File: config.mk
export PLATFORM = sky130hd
export DESIGN_NAME = gcd_sequencer
export DESIGN_NICKNAME = d
export VERILOG_FILES = /design/src/rtl/gcd_sequencer.sv
export SDC_FILE = /design/constraint.sdc
export NUM_CORES = 1
export LEC_CHECK = 0
export ABC_AREA = 1
export BUFFER_PORTS_ARGS = -buffer_cell sky130_fd_sc_hd__clkbuf_2
export CAP_MARGIN = 20
export CELL_PAD_IN_SITES_DETAIL_PLACEMENT = 0
export CELL_PAD_IN_SITES_GLOBAL_PLACEMENT = 1
export CORE_ASPECT_RATIO = 0.8
export CORE_MARGIN = 3
export CORE_UTILIZATION = 44
export CTS_CLUSTER_DIAMETER = 120
export DETAILED_ROUTE_END_ITERATION = 16
export PLACE_DENSITY = 0.87
export RECOVER_POWER = 25
export SKIP_LAST_GASP = 1
export SLEW_MARGIN = 20
export SYNTH_ARGS = -nofsm -noshare
export SYNTH_HDL_FRONTEND = slang
export SYNTH_SLANG_ARGS = --single-unit
File: constraint.sdc
create_clock -name Clk -period 2.6 [get_ports Clk]
set_input_delay 0.52 -clock Clk [delete_from_list [all_inputs] [get_ports Clk]]
set_output_delay 0.52 -clock Clk [all_outputs]
set_load 0.01 [all_outputs]
File: src/rtl/gcd_sequencer.sv
`default_nettype none
// ============================================================================
// Module      : gcd_sequencer
// Description : Valid/ready front-end for a combinational GCD block. Buffers
//               operand pairs, drives each one onto the GCD block, waits a
//               settle time, and returns the captured result with its operands.
// Revision    : 1.0 - initial release
// ============================================================================
module gcd_sequencer #(
    parameter int WIDTH  = 8,
    parameter int DEPTH  = 4,
    parameter int SETTLE = 2
) (
    input  logic                     Clk,
    input  logic                     Reset_n,
    input  logic                     in_valid,
    output logic                     in_ready,
    input  logic [WIDTH-1:0]         in_x,
    input  logic [WIDTH-1:0]         in_y,
    output logic [WIDTH-1:0]         gcd_x,
    output logic [WIDTH-1:0]         gcd_y,
    output logic                     gcd_reset,
    input  logic [WIDTH-1:0]         gcd_result,
    output logic                     out_valid,
    input  logic                     out_ready,
    output logic [WIDTH-1:0]         out_x,
    output logic [WIDTH-1:0]         out_y,
    output logic [WIDTH-1:0]         out_gcd,
    output logic [$clog2(DEPTH):0]   fifo_count
);

    localparam int AW = $clog2(DEPTH);
    localparam int CW = (SETTLE > 1) ? $clog2(SETTLE) : 1;

    typedef enum logic [1:0] {
        S_IDLE        = 2'd0,
        S_SETTLE_WAIT = 2'd1,
        S_HOLD        = 2'd2
    } state_t;

    state_t                 state;
    state_t                 state_next;

    logic [2*WIDTH-1:0]     mem [DEPTH];
    logic [AW-1:0]          wr_ptr;
    logic [AW-1:0]          rd_ptr;
    logic [AW:0]            count;
    logic                   ready_en;
    logic [CW-1:0]          settle_cnt;

    logic                   push;
    logic                   pop;
    logic                   load;
    logic                   capture;
    logic                   release_out;
    logic                   fifo_empty;
    logic [2*WIDTH-1:0]     head;

    // ready_en keeps in_ready low until the first edge after reset release
    assign in_ready   = ready_en && (count < (AW+1)'(DEPTH));
    assign push       = in_valid && in_ready;
    assign fifo_empty = (count == '0);
    assign head       = mem[rd_ptr];
    assign fifo_count = count;

    always_ff @(posedge Clk) begin
        if (push) begin
            mem[wr_ptr] <= {in_x, in_y};
        end
    end

    always_ff @(posedge Clk or negedge Reset_n) begin
        if (!Reset_n) begin
            state <= S_IDLE;
        end else begin
            state <= state_next;
        end
    end

    always_comb begin
        state_next  = state;
        pop         = 1'b0;
        load        = 1'b0;
        capture     = 1'b0;
        release_out = 1'b0;
        case (state)
            S_IDLE: begin
                if (!fifo_empty) begin
                    pop        = 1'b1;
                    load       = 1'b1;
                    state_next = S_SETTLE_WAIT;
                end
            end
            S_SETTLE_WAIT: begin
                if (settle_cnt == '0) begin
                    capture    = 1'b1;
                    state_next = S_HOLD;
                end
            end
            S_HOLD: begin
                if (out_ready) begin
                    release_out = 1'b1;
                    if (!fifo_empty) begin
                        pop        = 1'b1;
                        load       = 1'b1;
                        state_next = S_SETTLE_WAIT;
                    end else begin
                        state_next = S_IDLE;
                    end
                end
            end
            default: state_next = S_IDLE;
        endcase
    end

    always_ff @(posedge Clk or negedge Reset_n) begin
        if (!Reset_n) begin
            wr_ptr     <= '0;
            rd_ptr     <= '0;
            count      <= '0;
            ready_en   <= 1'b0;
            settle_cnt <= '0;
            gcd_x      <= '0;
            gcd_y      <= '0;
            gcd_reset  <= 1'b1;
            out_valid  <= 1'b0;
            out_x      <= '0;
            out_y      <= '0;
            out_gcd    <= '0;
        end else begin
            ready_en <= 1'b1;
            if (push) begin
                wr_ptr <= wr_ptr + 1'b1;
            end
            if (pop) begin
                rd_ptr <= rd_ptr + 1'b1;
            end
            count <= count + {{AW{1'b0}}, push} - {{AW{1'b0}}, pop};

            if (load) begin
                gcd_x      <= head[2*WIDTH-1:WIDTH];
                gcd_y      <= head[WIDTH-1:0];
                gcd_reset  <= 1'b0;
                settle_cnt <= CW'(SETTLE - 1);
            end else begin
                if (state == S_SETTLE_WAIT && settle_cnt != '0) begin
                    settle_cnt <= settle_cnt - 1'b1;
                end
                // GCD block goes idle only when nothing follows the released result
                if (release_out) begin
                    gcd_reset <= 1'b1;
                end
            end

            if (capture) begin
                out_x     <= gcd_x;
                out_y     <= gcd_y;
                out_gcd   <= gcd_result;
                out_valid <= 1'b1;
            end else if (release_out) begin
                out_valid <= 1'b0;
            end
        end
    end

endmodule
`default_nettype wire
* After elaboration in Yosys (flattened, before gate mapping) *
Memory sizes are Yosys's and may differ from the RTL's. A register that Yosys moved wholly into a read port is not among the register bits.
Index checks and enable logic that the tools add are counted.

operators by class
  add/subtract/negate cells = 5
  mux-type cells = 20
  reduce and logical (&&, ||, !) cells = 10
  eq/ne operators = 5
  $lt $le $gt $ge = 1

operator list
  cell                   count
  $mux W1                15
  $mux W2                3
  $ne A2 B2 Y1 const B   3
  $pmux W2 S3            1
  $reduce_bool A2 Y1     3
  $add A2 B1 Y2 const B  2
  $add A3 B1 Y3          1
  $logic_and A1 B1 Y1    3
  $logic_not A3 Y1       1
  $lt A3 B3 Y1 const B   1
  $reduce_and A3 Y1      1
  $sub A3 B1 Y3          1
  $eq A2 B1 Y1 const B   1
  $eq A2 B2 Y1 const B   1
  $logic_not A2 Y1       1
  $pmux W1 S2            1
  $logic_not A1 Y1       1
  $sub A1 B1 Y1 const B  1

word-level totals
  output and inout port bits = 46
  register bits = 37
  RAM bits = 64
  memories = 1

memory list
  memory  depth  bits a word  read ports  clocked after Yosys merged registers in  wr ports  line  source
  mem     4      16           1           1                                        1         44    logic [2*WIDTH-1:0] mem [DEPTH];

* Longest topological paths before layout *
  word-level depth = 5
  mapped depth = 11

* Least setup slack after synthesis *
Ideal clock, no wire load.

  kind = reg2reg
  start = register count[2], in the netlist fifo_count[2]
  end = register count[2], in the netlist fifo_count[2]
  data required time = 2.477 ns
  stages on the path, launching flop included = 9
  library setup time = 0.123 ns
  slack = 0.596 ns
  path buffers = 0
  arrival = 1.881 ns
  path through = dfrtp_1 -> nor2_1 -> nand2_1 -> ha_1 -> inv_1 -> ha_1 -> inv_1 -> fa_1 -> xnor2_1

between the ends
  cells in the longest elaborated chain, start to end = 5
  elaborated cells between the ends (all ways) = 9
  classes of those cells = add/sub: 2; order compare: 1; mux: 3; reduce/logical: 3

ends and longest elaborated chain
  element                 line  source
  start, declared         47    logic [AW:0] count;
  start signal, assigned  138   count <= count + {{AW{1'b0}}, push} - {{AW{1'b0}}, pop};
  $lt A3 B3 Y1            60    assign in_ready = ready_en && (count < (AW+1)'(DEPTH));
  $logic_and A1 B1 Y1     60
  via in_ready            17    output logic in_ready,
  $logic_and A1 B1 Y1     61    assign push = in_valid && in_ready;
  $add A3 B1 Y3           138
  $sub A3 B1 Y3           138

The timed path passes the listed nets, and every way through them passes these cells.
A chain may end at the register's enable or synchronous reset.

* Worst setup path after layout *
  start = register state[1]
  end = register count[2], in the netlist fifo_count[2]

between the ends
  cells in the longest elaborated chain, start to end = 3
  elaborated cells between the ends (all ways) = 4
  classes of those cells = add/sub: 1; eq/ne: 1; mux: 1; reduce/logical: 1

ends and longest elaborated chain
  element                                           line  source
  start, declared                                   41    state_t state;
  start signal, assigned                            76    state <= state_next;
  $eq A2 B2 Y1 or $logic_not A2 Y1 (tied branches)  86    case (state)
  $pmux W1 S2 (*)                                   86
  $sub A3 B1 Y3 (*)                                 138

Every way passes the cells marked *; elsewhere a longest branch is shown, timed or not.

==> results.tsv <==
stage	metric	value	unit
layout	area_growth	22.1	%
clocking	h-tree-depth	4	
clocking	cts_tree	yes	
logic_synthesis	synth.avg_cell_area	9.96	sq um
grt	antenna_found_initial	0	
timing	hold_violations	0	
timing	skew	0.00685	ns
clocking	clkTransAtPathRegs	0.05	ns
placement	port-buffer-count	73	
pwr	p_per_area	1270	mW/mm^2
outcome	violations	capacitance limit, slew limit	
logic_synthesis	ys_warn_count	0	
pwr	p_leak	3.00	nW
layout	drive_gt1_frac	0.170	
timing	finalSetupTns	0	ns
logic_synthesis	netlist_instances	492	
timing	rsz0062_at_grt	false	
routing	drc	0	
layout	multi_input_area	0.00123	sq mm
die	die_w	124	um
timing	finalWorstSetupSlack	0.432	ns
die	die_y	100	um
timing	fin_crit_sh	0.834	
logic_synthesis	netlist_area	0.00490	sq mm
outcome	status	finished, violations left	
logic_synthesis	synth_top_area_frac	0.392	
worst_hold_path	worstHoldPathType	input pin to register	
die	fp-row-count	33	
critical_path	cp.arrival	2.46	ns
grt	grt_overflow	0	
routing	first_pass_iters	5	
layout	regArea	0.00325	sq mm
clocking	clock_tree.buffer_depth	2	
grt	grt_max_degree	37	
logic_synthesis	synth_edf_count	64	
timing	worstMarginPinSlew	1.84	ns
pwr	p_total	7.58	mW
timing	fmax	461	MHz
critical_path	start_kind	register	
critical_path	required	2.89	ns
grt	grt_first_pass_wirelength	16.3	mm
placement	place_ws	0.324	ns
logic_synthesis	syn_nets	527	
logic_synthesis	ys_ff_latch	117	
clocking	cts_sinks	117	
logic_synthesis	ys_async_sr_fraction	0.453	
layout	final_util	0.566	
grt	grt_pass1_vias	3229	
layout	n_fill_cell	935	
die	start_util	0.464	
routing	vias	3454	
logic_synthesis	synth.area.top_cells	edfxtp_1 (39%), dfrtp_1 (27%), nand2_1 (14%), inv_1 (6.1%), nand3_1 (5.7%)	
logic_synthesis	post_synth_num_cell_types	27	
logic_synthesis	yosys.area.top_type	edfxtp_1	
die	die-area	0.0124	sq mm
timing	setup_viol	0	
die	coreArea	0.0106	sq mm
die	pin_count	74	
clocking	hold_buffers	0	
logic_synthesis	synth-seq-area-share	0.663	
clocking	numCtsBuffers	17	
logic_synthesis	synth_ff_type	edfxtp_1	
layout	nets	610	
routing	wire_per_inst	14.1	um
critical_path	crit_type	register to register	
timing	finalCriticalPeriod	2.17	ns
pwr	irDropWorstVdd	0.729	mV
placement	gp_congestion	0.714	
critical_path	endpoint_kind	register	
clocking	clk_latency	0.41	ns
clocking	post_cts_resized	0	
routing	routed_wirelength	10.2	mm
job	drv_cap	1	
critical_path	path_max_fanout	19	
timing	slew_violations	37	
clocking	post_cts_buffers	0	
clocking	root_buffer	clkbuf_16	
routing	drtAntennaViolNets	0	
routing	via_per_inst	4.74	
routing	drtIter0Drc	198	
grt	grt_use_total	0.175	
timing	slew_headroom	-0.229	
placement	dpl.hpwl	6.50	mm
layout	num_antenna_cells	0	
-- worst paths after layout --
path                       slack [ns]            end       from  depth (start not counted)
setup / recovery                 0.43  fifo_count[2]   state[1]                          9
hold / removal                   0.34       state[1]  out_ready                          2
setup reg to reg                 0.43  fifo_count[2]   state[1]                          9
hold reg to reg                  0.47       out_y[5]   out_y[5]                          2
max in group asynchronous        0.93       out_x[1]    Reset_n                          1
min in group asynchronous        0.60     out_gcd[5]    Reset_n                          1
-- worst max-delay path: stages, from the launching register on --
cell	delay, ns
dfrtp_1	0.46
inv_2	0.11
o21ai_2	0.07
nor2_4	0.37
ha_1	0.31
inv_1	0.05
ha_1	0.13
inv_1	0.05
fa_1	0.37
xnor2_1	0.14
-- cell families after synthesis --
logic type	count (synthesis)	synth area share
other cells	1	0.000765
simple gates	254	0.215
compound gates	7	0.00894
xor+xnor	4	0.00715
fa+ha+maj	7	0.0194
buf+inv	102	0.0861
flops	117	0.663
-- where the power goes --
part	leakage [nW]	switching [mW]	internal, mW
clock	0.292	0.775	1.58
combinational	1.49	1.63	0.830
sequential	1.23	0.308	2.46
total	3.00	2.71	4.87
-- flip-flops by register name (all words and copies together) (netlist names), 2 cells and up --
name        flops
out_x           8
gcd_x           8
gcd_y           8
out_gcd         8
fifo_count      3
wr_ptr          2
out_y           8
state           2
rd_ptr          2
mem            64
-- cell usage after synthesis, types with 2 or more instances --
master    count
a21oi_1       3
buf_2        10
buf_4         5
clkbuf_1      3
dfrtp_1      52
edfxtp_1     64
ha_1          6
inv_1        80
inv_2         2
nand2_1     187
nand3_1      56
nor2_1        7
xnor2_1       2
xor2_1        2
-- stage by stage --
stage | hold WS, ns | area, sq um | cells
after global placement | 0.452 | 5410 | 696
after CTS | 0.236 | 6000 | 728
after floorplan | 0.224 | 4900 | 492
final | 0.340 | 5980 | 728
after global routing | 0.330 | 5980 | 728
after detailed placement | 0.458 | 5410 | 696
-- per-layer routing --
metal	global-route usage	vias to the layer above	part of all wire
li1	-	1693	-
met1	0.240	1620	0.46
met2	0.256	129	0.45
met3	0.0670	12	0.085
met4	0.0614	0	0.011
met5	0	-	0
-- cell usage in the layout (no fill, tap or decap), types with 2 or more instances in the layout --
master and count:
bufinv_16 4, clkbuf_1 20, dfrtp_1 52, xnor2_1 2
edfxtp_1 64, clkbuf_2 56, inv_2 2, clkinv_1 3
buf_4 10, nor2_1 7, nand2_1 187, xor2_1 2
nand3_1 56, a21oi_1 3, clkinv_2 5, clkbuf_16 17
ha_1 6, inv_1 80
-- layout make-up --
class	instances	area share
clock buffers	20	0.0730
multi-input cells	273	0.205
inverters	83	0.0521
repair buffers	83	0.0701
well taps	140	0.0293
clock inverters	12	0.0268
flip-flops and latches	117	0.543
Note: power is estimated with default switching activity, not from simulation.
